[config.mk]
export PLATFORM = sky130hd
export DESIGN_NAME = instr_sequencer
export DESIGN_NICKNAME = d
export VERILOG_FILES = /design/src/rtl/instr_sequencer_pkg.sv /design/src/rtl/instr_sequencer_pc_next_calc.sv /design/src/rtl/instr_sequencer.sv
export SDC_FILE = /design/constraint.sdc
export NUM_CORES = 1
export LEC_CHECK = 0
export ABC_AREA = 1
export BUFFER_PORTS_ARGS = -buffer_cell sky130_fd_sc_hd__buf_2
export CAP_MARGIN = 20
export CELL_PAD_IN_SITES_DETAIL_PLACEMENT = 0
export CELL_PAD_IN_SITES_GLOBAL_PLACEMENT = 1
export CORE_UTILIZATION = 35
export DETAILED_ROUTE_END_ITERATION = 16
export PLACE_DENSITY_LB_ADDON = 0.1
export SLEW_MARGIN = 10
export SYNTH_ARGS = -nofsm -noshare
export SYNTH_HDL_FRONTEND = slang
export SYNTH_SLANG_ARGS = --single-unit
[constraint.sdc]
create_clock -name clk -period 3.2 [get_ports clk]
set_clock_uncertainty 0.1 [all_clocks]
set_input_delay 0.32 -clock clk [delete_from_list [all_inputs] [get_ports clk]]
set_output_delay 0.32 -clock clk [all_outputs]
set_load 0.005 [all_outputs]
[src/rtl/instr_sequencer_pkg.sv]
// Shared definitions for the instruction sequencer: FSM state encoding and
// default parameter values.
package instr_sequencer_pkg;

    localparam int PC_W_DEF        = 10;
    localparam int IR_W_DEF        = 16;
    localparam int BR_W_DEF        = 6;
    localparam int RESET_PC_DEF    = 0;
    localparam int ACK_TIMEOUT_DEF = 15;
    // Wide enough for the largest allowed timeout (255).
    localparam int TO_CNT_W        = 8;

    typedef enum logic [2:0] {
        ST_IDLE   = 3'd0,
        ST_FETCH  = 3'd1,
        ST_DECODE = 3'd2,
        ST_EXEC   = 3'd3,
        ST_MEM    = 3'd4,
        ST_WB     = 3'd5,
        ST_ERR    = 3'd6
    } state_e;

endpackage

[src/rtl/instr_sequencer_pc_next_calc.sv]
// Combinational next-PC selector: absolute jump beats relative branch, which
// beats sequential increment. All arithmetic wraps modulo 2^PC_W.
module instr_sequencer_pc_next_calc #(
    parameter int PC_W = 10,
    parameter int BR_W = 6
) (
    input  logic [PC_W-1:0] pc,
    input  logic            jmp_en,
    input  logic            branch_en,
    input  logic [PC_W-1:0] jmp_dir,
    input  logic [BR_W-1:0] branch_dir,
    output logic [PC_W-1:0] pc_next
);

    logic [PC_W-1:0] offset_ext;

    always_comb begin
        // Size cast of a signed value sign-extends the branch offset.
        offset_ext = PC_W'(signed'(branch_dir));
        if (jmp_en) begin
            pc_next = jmp_dir;
        end else if (branch_en) begin
            pc_next = pc + PC_W'(1) + offset_ext;
        end else begin
            pc_next = pc + PC_W'(1);
        end
    end

endmodule

[src/rtl/instr_sequencer.sv]
// Fetch/decode/execute controller: owns pc and ir, runs the instruction and
// data memory handshakes with a bounded wait, and applies jump/branch control.
module instr_sequencer
    import instr_sequencer_pkg::*;
#(
    parameter int PC_W        = PC_W_DEF,
    parameter int IR_W        = IR_W_DEF,
    parameter int BR_W        = BR_W_DEF,
    parameter int RESET_PC    = RESET_PC_DEF,
    parameter int ACK_TIMEOUT = ACK_TIMEOUT_DEF
) (
    input  logic            clk,
    input  logic            reset,
    input  logic            run,
    output logic            imem_req,
    output logic [PC_W-1:0] imem_addr,
    input  logic            imem_ack,
    input  logic [IR_W-1:0] imem_data,
    output logic [IR_W-1:0] ir,
    output logic            exe_en,
    input  logic            jmp_en,
    input  logic            branch_en,
    input  logic [PC_W-1:0] jmp_dir,
    input  logic [BR_W-1:0] branch_dir,
    input  logic            mem_rd,
    input  logic            mem_wr,
    output logic            dmem_req,
    output logic            dmem_we,
    input  logic            dmem_ack,
    output logic            wb_en,
    output logic [PC_W-1:0] pc,
    output logic            busy,
    output logic            err
);

    localparam logic [TO_CNT_W-1:0] ACK_LIMIT = TO_CNT_W'(ACK_TIMEOUT);

    state_e                state_q, state_d;
    logic [PC_W-1:0]       pc_q, pc_d;
    logic [IR_W-1:0]       ir_q, ir_d;
    logic [TO_CNT_W-1:0]   cnt_q, cnt_d;
    logic                  jmp_q, jmp_d;
    logic                  br_q, br_d;
    logic [PC_W-1:0]       jdir_q, jdir_d;
    logic [BR_W-1:0]       bdir_q, bdir_d;
    logic                  is_mem_q, is_mem_d;
    logic                  is_wr_q, is_wr_d;
    logic [PC_W-1:0]       pc_next;

    instr_sequencer_pc_next_calc #(
        .PC_W (PC_W),
        .BR_W (BR_W)
    ) u_pc_next_calc (
        .pc         (pc_q),
        .jmp_en     (jmp_q),
        .branch_en  (br_q),
        .jmp_dir    (jdir_q),
        .branch_dir (bdir_q),
        .pc_next    (pc_next)
    );

    always_comb begin
        state_d  = state_q;
        pc_d     = pc_q;
        ir_d     = ir_q;
        cnt_d    = cnt_q;
        jmp_d    = jmp_q;
        br_d     = br_q;
        jdir_d   = jdir_q;
        bdir_d   = bdir_q;
        is_mem_d = is_mem_q;
        is_wr_d  = is_wr_q;
        imem_req = 1'b0;
        exe_en   = 1'b0;
        dmem_req = 1'b0;
        dmem_we  = 1'b0;
        wb_en    = 1'b0;

        case (state_q)
            ST_IDLE: begin
                if (run) begin
                    state_d = ST_FETCH;
                    cnt_d   = '0;
                end
            end
            ST_FETCH: begin
                imem_req = 1'b1;
                // A late ack in the limit cycle still counts as success.
                if (imem_ack) begin
                    ir_d    = imem_data;
                    state_d = ST_DECODE;
                end else if (cnt_q == ACK_LIMIT) begin
                    state_d = ST_ERR;
                end else begin
                    cnt_d = cnt_q + TO_CNT_W'(1);
                end
            end
            ST_DECODE: state_d = ST_EXEC;
            ST_EXEC: begin
                exe_en   = 1'b1;
                jmp_d    = jmp_en;
                br_d     = branch_en;
                jdir_d   = jmp_dir;
                bdir_d   = branch_dir;
                is_mem_d = mem_rd | mem_wr;
                is_wr_d  = mem_wr;
                if (mem_rd | mem_wr) begin
                    state_d = ST_MEM;
                    cnt_d   = '0;
                end else begin
                    state_d = ST_WB;
                end
            end
            ST_MEM: begin
                dmem_req = 1'b1;
                dmem_we  = is_wr_q;
                if (dmem_ack) begin
                    state_d = ST_WB;
                end else if (cnt_q == ACK_LIMIT) begin
                    state_d = ST_ERR;
                end else begin
                    cnt_d = cnt_q + TO_CNT_W'(1);
                end
            end
            ST_WB: begin
                // Any store (including read+write) has nothing to write back.
                wb_en = ~(is_mem_q & is_wr_q);
                pc_d  = pc_next;
                cnt_d = '0;
                state_d = run ? ST_FETCH : ST_IDLE;
            end
            ST_ERR:  state_d = ST_ERR;
            default: state_d = ST_ERR;
        endcase
    end

    always_ff @(posedge clk or negedge reset) begin
        if (!reset) begin
            state_q  <= ST_IDLE;
            pc_q     <= PC_W'(RESET_PC);
            ir_q     <= '0;
            cnt_q    <= '0;
            jmp_q    <= 1'b0;
            br_q     <= 1'b0;
            jdir_q   <= '0;
            bdir_q   <= '0;
            is_mem_q <= 1'b0;
            is_wr_q  <= 1'b0;
        end else begin
            state_q  <= state_d;
            pc_q     <= pc_d;
            ir_q     <= ir_d;
            cnt_q    <= cnt_d;
            jmp_q    <= jmp_d;
            br_q     <= br_d;
            jdir_q   <= jdir_d;
            bdir_q   <= bdir_d;
            is_mem_q <= is_mem_d;
            is_wr_q  <= is_wr_d;
        end
    end

    assign imem_addr = pc_q;
    assign pc        = pc_q;
    assign ir        = ir_q;
    assign busy      = (state_q != ST_IDLE) && (state_q != ST_ERR);
    assign err       = (state_q == ST_ERR);

endmodule
* Word level (Yosys, flattened, before mapping)
Cells that the tools add are included.
** Word-level totals
- Bits in registers :: 57
- Output and inout bits :: 43
- Input port bits :: 41
- Word-level logic and storage cells :: 54
** Cells by class
- Multiplexer cells :: 20
- Reductions and logical operators :: 6
- Add/sub/neg operators :: 3
- Equality and inequality tests :: 12
- Bitwise gates (word level) :: 3
** Operators with widths (number)
- 8-bit 2-to-1 mux :: 5
- 8-bit case mux with 5 select lines :: 1
- 10-bit 2-to-1 mux :: 2
- 3-bit case mux with 6 select lines :: 1
- 3-bit 2-to-1 mux :: 4
- 10-bit by 1-bit adder with 10-bit output, second input constant :: 1
- 10-bit adder :: 1
- 3-bit equality test, second input constant :: 3
- 8-bit by 1-bit adder with 8-bit output, second input constant :: 1
- 8-bit by 4-bit equality test with 1-bit output, second input constant :: 1
- 2-bit inequality test, second input constant :: 4
- 1-bit 2-to-1 mux :: 7
- 3-bit by 2-bit equality test with 1-bit output, second input constant :: 2
- 5-bit AND reduction :: 1
- 5-bit nonzero test :: 1
- 3-bit by 1-bit equality test with 1-bit output, second input constant :: 1
- 3-bit logical NOT :: 1
- 3-bit inequality test, second input constant :: 1
- 3-bit nonzero test :: 1
- 2-bit AND reduction :: 1
- 1-bit bitwise AND :: 1
- 1-bit logical AND :: 1
- 1-bit NOT :: 1
- 1-bit OR :: 1

* Depth between registers and ports, before layout
Gate-level depths: netlist of run 1.
- Depth in word-level cells :: 4
- Mapped depth :: 18
- Depth with buffers taken out :: 18

* Modules after synthesis
A second synthesis of run 1 with hierarchy kept.
** Unflattened totals
- Cells, all modules :: 467
- Area, all modules :: 3510.9 µm²
** Modules (own cells, without submodules)
- instr_sequencer :: sequential area each 1426.4 µm², cells each 304, area an instance 2646.3 µm², times used 1
- instr_sequencer_pc_next_calc :: sequential area each 0.0 µm², cells each 163, area an instance 864.6 µm², times used 1

* Worst setup path after synthesis of run 1
OpenSTA, ideal clock, no wires.
- Path kind :: reg2reg
- From :: register pc_q[0], in the netlist imem_addr[0]
- To :: register pc_q[9], in the netlist imem_addr[9]
- Data required time :: 2984 ps
- Setup time :: 116 ps
- Arrival :: 2213 ps
- Period minus slack after synthesis :: 2429 ps
- Cell stages (with the launch flop) :: 18
- Path buffers :: 0
- Path slack :: 771 ps
- Path through :: dfrtp_1 ha_1 nand3_1 nor2_1 nand2_1 o21ai_0 inv_1 ha_1 nand2_1 inv_1 a21oi_1 nand3_1 nand2_1 nand3_1 nand2_1 nand3_1 nand2_1 nand2_1
** Between the ends
- Longest elaborated chain between the ends :: 4
** RTL lines
- from (decl) :: RTL line instr_sequencer.sv:39 : logic [PC_W-1:0] pc_q, pc_d;
- from (signal assigned) :: RTL line instr_sequencer.sv:140 : pc_q <= PC_W'(RESET_PC);
- from (signal assigned) :: RTL line instr_sequencer.sv:151 : pc_q <= pc_d;
- 10-bit by 1-bit adder with 10-bit output (*) :: RTL line instr_sequencer_pc_next_calc.sv:23, instr_sequencer_pc_next_calc.sv:25
- 10-bit adder :: RTL line instr_sequencer_pc_next_calc.sv:23 : pc_next = pc + PC_W'(1) + offset_ext;
- 10-bit 2-to-1 mux (*) :: RTL line instr_sequencer_pc_next_calc.sv:22 : end else if (branch_en) begin
- 10-bit 2-to-1 mux (*) :: RTL line instr_sequencer_pc_next_calc.sv:20 : if (jmp_en) begin
Every way passes the cells marked *; elsewhere a longest branch is shown, timed or not.
A chain may end at the register's enable or synchronous reset.

* Worst setup path after layout of run 1
Ends and elaborated chain as after synthesis.

==> results of run 1 <==
[worst reg2reg max path, delay by kind of cell (launching register included)]
kind	cells	cell delay (ns)
flops	1	0.47
fa+ha+maj	2	0.54
compound gates	2	0.40
simple gates	11	0.97
buf+inv	2	0.11
[registers in the layout (all words and copies together) (netlist names)]
register,count
imem_addr,10
cnt_q,8
br_q,1
bdir_q,6
is_mem_q,1
jdir_q,10
ir,16
state_q,3
jmp_q,1
is_wr_q,1
[power by group through the flow]
stage | clock (mW) | combinational, mW | sequential [mW]
2_1_floorplan | 0 | 0.00117 | 0.735
5_1_grt | 0.746 | 0.0496 | 0.721
3_3_place_gp | 0 | 0.0440 | 0.735
6_report | 0.684 | 0.0431 | 0.721
3_5_place_dp | 0 | 0.0441 | 0.735
4_1_cts | 0.701 | 0.0452 | 0.721
[layout make-up]
type                    count  share of cell area [%]
clock buffers              11                    3.51
inverters                  49                    4.63
clock inverters             5                    1.37
flip-flops and latches     57                    35.4
well taps                 129                    4.01
multi-input cells         287                    39.9
repair buffers             87                    11.1
[worst min path at each step]
stage	to	slack, ns	start	cells past startpoint
after global routing	bdir_q[0]$_DFFE_PN0P_	0.06	branch_dir[0]	3
after floorplan	bdir_q[0]$_DFFE_PN0P_	-0.08	reset	0
after detailed placement	imem_addr[7]$_DFFE_PN0P_	0.12	reset	1
final	bdir_q[1]$_DFFE_PN0P_	0.07	branch_dir[1]	3
after CTS	bdir_q[0]$_DFFE_PN0P_	0.05	branch_dir[0]	3
after global placement	imem_addr[7]$_DFFE_PN0P_	0.11	reset	1
[cells by family (layout without fill, tap and decap cells)]
| family | count (synthesis) | after routing | share of synthesized area [%] |
|---|---|---|---|
| adders and majority gates | 12 | 12 | 4.71 |
| buffers and inverters | 68 | 152 | 9.42 |
| DFF | 57 | 57 | 42.6 |
| xor gates and xnor gates | 13 | 13 | 3.40 |
| AOI/OAI and AO/OA | 54 | 54 | 9.38 |
| and+or+nand+nor | 192 | 192 | 25.1 |
| muxes | 16 | 16 | 5.38 |
[layout by cell type, fill, tap and decap left out, types with 11 or more instances in the layout]
cell     instances
xor2_1          12
dfrtp_1         57
nand3_1         19
o21ai_0         19
buf_2           83
inv_1           42
ha_1            11
nand2_1        118
mux2_2          16
a21oi_1         17
nor2_1          31
[stage by stage]
stage	setup WS, ns	area, sq um	cells	hold WS, ns	total power, mW
final	0.497	4030	625	0.0660	1.45
after global routing	0.147	4030	625	0.0595	1.52
after CTS	0.455	4030	625	0.0512	1.47
after detailed placement	0.477	3820	608	0.115	0.779
after global placement	0.538	3820	608	0.115	0.779
after floorplan	0.771	3350	412	-0.0756	0.736
[routing by layer]
layer | part of all wire, % | wire length [um] | vias to the layer above | global-route usage [%]
li1 | - | - | 1464 | -
met1 | 48 | 3860 | 1284 | 24.2
met2 | 46 | 3730 | 61 | 27.9
met3 | 4.6 | 375 | 10 | 4.53
met4 | 1.3 | 107 | 0 | 6.56
met5 | 0 | 0 | - | 0
==> flow_summary_export.csv, run 1 <==
group,metric,value,unit
synthesis,async_flop_share,100,%
clocking,cts_htree_levels,3,
run,maxCapViolations,0,
critical_path,path_buf_inv,2,
grt,grt_pass1_wl,13700,um
clocking,cts.sinks,57,
power_and_ir_drop,p_switching,0.330,mW
critical_path,crit_chain,"ha_1 -> nand3_1 -> nor2_1 -> nand2_1 -> o21ai_0 -> inv_1 -> ha_1 -> nand2_1 -> inv_1 -> a21oi_1 -> nand3_1 -> nand2_1 -> nand3_1 -> nand2_1 -> nand3_1 -> nand2_1 -> nand2_1",
clocking,clockBufferDepth,2,
synthesis,synth_flop_cell,"dfrtp_1",
place,portBuffers,83,
critical_path,r2r_start,"imem_addr[0]$_DFFE_PN0P_",
sta,setup_viol,0,
critical_path,end_kind,"register",
critical_path,reg2reg_slack,0.50,ns
critical_path,crit_type,"register to register",
floorplanning,initial_core_util,36.2,%
floorplanning,dieArea,9960,sq um
power_and_ir_drop,seq_power_share,49.8,%
power_and_ir_drop,clkPwrFrac,47.2,%
critical_path,cp_slowest_cell,"dfrtp_1",
sta,fmax,370,MHz
synthesis,synthTopCellsByArea,"dfrtp_1 43%, nand2_1 13%, mux2_2 5.4%, inv_1 4.7%, ha_1 4.1%",
critical_path,critPathTopFamily,"simple AND/OR/NAND/NOR gates",
grt,grt-ovfl-total,0,
power_and_ir_drop,p_int,1.12,mW
synthesis,synth_seq_area_share,42.6,%
route,drc_errors,0,
critical_path,endpoint,"imem_addr[9]$_DFFE_PN0P_",
route,drt_iter0_drc,87,
place,dpl.hpwl,6100,um
synthesis,yosys.area.top_type,"dfrtp_1",
synthesis,syn_area,3350,sq um
critical_path,path_depth,17,
grt,grt_use_total,18.0,%
synthesis,yosysMostFrequentCell,"nand2_1",
sta,min_period_over_period,84.5,%
route,wire_per_inst,12.9,um
critical_path,critPathArrivalTime,2.83,ns
critical_path,cp.required,3.33,ns
power_and_ir_drop,switching_share,22.8,%
sta,rsz0062_at_grt,"false",
synthesis,syn_inst,412,
clocking,ctsResizeCount,0,
critical_path,max_stage_delay,0.47,ns
sta,max-slew-margin-rel,68.0,%
floorplanning,fp-row-count,35,
synthesis,synth-edff-count,0,
grt,antenna_found_initial,0,
sta,worst_pin_slew,0.480,ns
cells_and_area,post-route-util,43.6,%
clocking,cts_root_buffer,"clkbuf_8",
floorplanning,die_x,99.8,um
cells_and_area,syn_to_final_growth,20.2,%
critical_path,cp-start-kind,"register",
route,avgViaCountPerCell,4.51,
critical_path,path_max_fanout,8,
synthesis,synth_nets,465,
status,status,"complete, no violations",
cells_and_area,multi_input_comb_area,1610,sq um
route,drt-pass1-iter-count,4,
grt,grt_pass1_vias,2820,
critical_path,rr_endpoint,"imem_addr[9]$_DFFE_PN0P_",
floorplanning,core-area,9240,sq um
clocking,cts_tree,"built",
power_and_ir_drop,p_comb_share,3.0,%
synthesis,yosysWarnings,0,
clocking,cts_made_buffers,9,
grt,grt_max_degree,34,
synthesis,ys_ff_latch,57,
synthesis,synth.distinct_cells,39,
cells_and_area,fill_cells,978,
floorplanning,boundaryPins,84,
route,routed_wl,8070,um
clocking,post-cts-setup-buffers,0,
power_and_ir_drop,cellPowerDensity,360,nW/um^2
power_and_ir_drop,vdd_drop_max,0.000208,V
cells_and_area,regArea,1430,sq um
sta,finalCriticalPeriod,2.70,ns
cells_and_area,antenna_cells,0,
synthesis,synthTopCellsByCount,"118 x nand2_1, 57 x dfrtp_1, 42 x inv_1",
critical_path,r2r_cells,17,
sta,hold_viol_final,0,
clocking,clkTransAtPathRegs,0.08,ns
clocking,clock_latency,0.34,ns
cells_and_area,nets,544,
critical_path,cp_common_cell,"nand2_1",
route,via_count,2819,
synthesis,synth_area_per_cell,8.13,sq um
min_path,hp-class,"input port to register",
route,drtAntennaViolNets,0,
sta,maxSlewViolCount,0,
place,gp_congestion,0.746,
floorplanning,die_h,99.8,um
clocking,ctsHoldBuffers,1,
sta,finalSetupTns,0,ns
power_and_ir_drop,p_leak,2.24,nW
cells_and_area,drive_gt1_share,28.8,%
synthesis,yosysTopAreaCellShare,42.6,%
critical_path,cp-startpoint,"imem_addr[0]$_DFFE_PN0P_",
No activity file was read; power rests on OpenSTA's default activity.
==> run 2: changes to the inputs <==
==> constraint.sdc (replaced) <==
create_clock -name clk -period 2.4 [get_ports clk]
set_clock_uncertainty 0.1 [all_clocks]
set_input_delay 0.24 -clock clk [delete_from_list [all_inputs] [get_ports clk]]
set_output_delay 0.24 -clock clk [all_outputs]
set_load 0.005 [all_outputs]
==> run 2 against run 1 <==
  * Worst hold slack worse by 0.045 ns
  * Power up 34%
  * Non-clock buffer count up 44
  * Flip-flop and latch count unchanged
  * Via count up 7.7%
  * First-iteration DRC count down 8.0%
  * Clock power up 32%
  * Sequential power up 33%
  * Cell count up 7.0%
  * Die area unchanged
  * Combinational power up 87%
  * Setup slack worse by 0.50 ns
  * Critical path type unchanged
  * Largest power group unchanged
==> flow_summary_export.csv, run 2 (same netlist as run 1, synthesis figures left out) <==
group,metric,value,unit
sta,finalSetupTns,0,ns
min_path,hold_depth,3,
critical_path,rr_endpoint,"imem_addr[6]$_DFFE_PN0P_",
critical_path,r2r_start,"imem_addr[0]$_DFFE_PN0P_",
sta,min_period_over_period,99.9,%
clocking,clock_latency,0.33,ns
cells_and_area,largest_reg_flops,16,
power_and_ir_drop,vdd_drop_max,0.000319,V
place,dpl.hpwl,6320,um
grt,grt_pass1_vias,3081,
sta,setup_viol,0,
power_and_ir_drop,clkPwrFrac,46.3,%
sta,worst_pin_slew,0.523,ns
place,gp_congestion,0.776,
min_path,min_to,"br_q$_DFFE_PN0P_",
floorplanning,initial_core_util,36.2,%
route,drc_errors,0,
critical_path,crit_type,"register to register",
clocking,cts.sinks,57,
route,via_count,3037,
critical_path,path_buf_inv,2,
cells_and_area,layout_commonest_cell,"nand2_1",
critical_path,cp-start-kind,"register",
cells_and_area,nets,588,
critical_path,cp.required,2.52,ns
floorplanning,die_x,99.8,um
clocking,cts_tree,"built",
cells_and_area,final_cell_mix,"113 x nand2_1, 83 x buf_2, 56 x dfrtp_1",
route,wire_per_inst,12.8,um
status,status,"complete, no violations",
floorplanning,core-area,9240,sq um
cells_and_area,syn_to_final_growth,37.2,%
power_and_ir_drop,p_switching,0.433,mW
critical_path,crit_chain,"ha_2 -> buf_4 -> xor2_2 -> ha_1 -> buf_6 -> nand3_2 -> nand2_4 -> nand3_2 -> nand2_1 -> xor2_1 -> nor2_1 -> o21ai_1 -> nand2_1",
route,drt_iter0_drc,80,
power_and_ir_drop,p_comb_share,4.1,%
sta,finalCriticalPeriod,2.40,ns
sta,max-slew-margin-rel,65.2,%
power_and_ir_drop,p_int,1.51,mW
grt,grt_use_total,18.6,%
clocking,cts_root_buffer,"clkbuf_8",
sta,maxSlewViolCount,0,
clocking,cts_htree_levels,3,
route,routed_wl,8570,um
sta,fmax,417,MHz
clocking,cts_made_buffers,9,
min_path,min-delay-start,"branch_en",
clocking,clkTransAtPathRegs,0.07,ns
cells_and_area,post-route-util,49.7,%
critical_path,r2r_cells,13,
grt,grt-ovfl-total,0,
critical_path,path_max_fanout,5,
power_and_ir_drop,switching_share,22.3,%
route,drt-pass1-iter-count,4,
floorplanning,fp-row-count,35,
critical_path,cp_slowest_cell,"dfrtp_2",
critical_path,critPathArrivalTime,2.51,ns
critical_path,reg2reg_slack,0.001,ns
route,drtAntennaViolNets,0,
power_and_ir_drop,p_total,1.94,mW
power_and_ir_drop,cellPowerDensity,423,nW/um^2
grt,grt_pass1_wl,14500,um
grt,grt_max_degree,23,
power_and_ir_drop,seq_power_share,49.5,%
run,maxCapViolations,0,
cells_and_area,antenna_cells,0,
sta,hold_viol_final,0,
cells_and_area,drive_gt1_share,38.7,%
floorplanning,die_h,99.8,um
sta,rsz0062_at_grt,"true",
clocking,clockBufferDepth,2,
route,avgViaCountPerCell,4.54,
critical_path,critPathTopFamily,"adder cells",
critical_path,max_stage_delay,0.40,ns
floorplanning,dieArea,9960,sq um
cells_and_area,fill_cells,923,
min_path,hp-class,"input port to register",
floorplanning,boundaryPins,84,
place,portBuffers,83,
grt,antenna_found_initial,0,
critical_path,end_kind,"register",
power_and_ir_drop,p_leak,2.48,nW
-- run 2: cell types whose count changed in the layout (fill, tap and decap cells not counted), moves of 4 or more --
cell	before	now
a21oi_1	17	12
a21oi_2	0	5
buf_4	3	30
dlygate4sd3_1	1	16
ha_1	11	4
ha_4	0	6
inv_1	42	37
inv_2	5	10
nand2_1	118	113
nand3_1	19	13
nand3_2	1	7
o21ai_0	19	15
-- run 2: worst max path at each step --
stage / to / slack (ns) / start / cells after the start
6_report: imem_addr[6]$_DFFE_PN0P_ / 0.001 / imem_addr[0]$_DFFE_PN0P_ / 13
5_1_grt: imem_addr[9]$_DFFE_PN0P_ / -0.17 / imem_addr[1]$_DFFE_PN0P_ / 18
4_1_cts: imem_addr[9]$_DFFE_PN0P_ / 0.007 / imem_addr[1]$_DFFE_PN0P_ / 16
3_5_place_dp: imem_addr[9]$_DFFE_PN0P_ / -0.13 / imem_addr[0]$_DFFE_PN0P_ / 17
3_3_place_gp: imem_addr[9]$_DFFE_PN0P_ / -0.06 / imem_addr[0]$_DFFE_PN0P_ / 17
2_1_floorplan: imem_addr[9]$_DFFE_PN0P_ / 0.02 / imem_addr[0]$_DFFE_PN0P_ / 17
-- run 2: per-layer routing --
metal / wire [um] / track usage [%] / part of all wire [%]
met1: 3940 / 23.1 / 46
met5: 0 / 0 / 0
met4: 57 / 5.43 / 0.67
met2: 4210 / 32.0 / 49
met3: 364 / 4.60 / 4.2
-- run 2: cell type report --
type / instances / area [sq um] / share of cell area, %
inverter: 49 / 186 / 4.06
clock buffer: 11 / 141 / 3.08
tap: 129 / 161 / 3.51
timing repair buffer: 131 / 823 / 17.9
multi-input combinational: 287 / 1800 / 39.2
sequential: 57 / 1430 / 31.1
clock inverter: 5 / 55.1 / 1.20
-- run 2: metrics by stage --
stage	cells	worst slack [ns]	area [sq um]	hold WS [ns]
floorplan	412	0.0197	3350	-0.156
global placement	632	-0.0627	4000	0.147
detailed placement	632	-0.134	4000	0.151
finish	669	0.00137	4590	0.0206
CTS	664	0.00680	4430	0.00163
global route	669	-0.166	4590	0.00673
-- run 2: power groups by stage --
stage                     clock network [mW]  registers [mW]  logic, mW
after detailed placement                   0           0.980     0.0622
after floorplan                            0           0.980    0.00157
after global placement                     0           0.980     0.0613
after CTS                              0.934           0.961     0.0825
final                                  0.900           0.962     0.0806
after global routing                   0.973           0.961     0.0915
-- run 2: worst min-delay path: cells and delay by family --
kind | cells | cell delay, ns
AO/OA/AOI/OAI | 1 | 0.06
buffers and inverters | 1 | 0.08
AND/OR/NAND/NOR | 1 | 0.04
-- run 2: what timing repair did --
item / in CTS / in global routing
hold buffers: 16 / 0
hold endpoints to repair: 33 / 0
buffers inserted: 0 / 5
pin swaps: 4 / 21
resized for setup: 17 / 28
endpoints found under the setup margin: 4 / 6
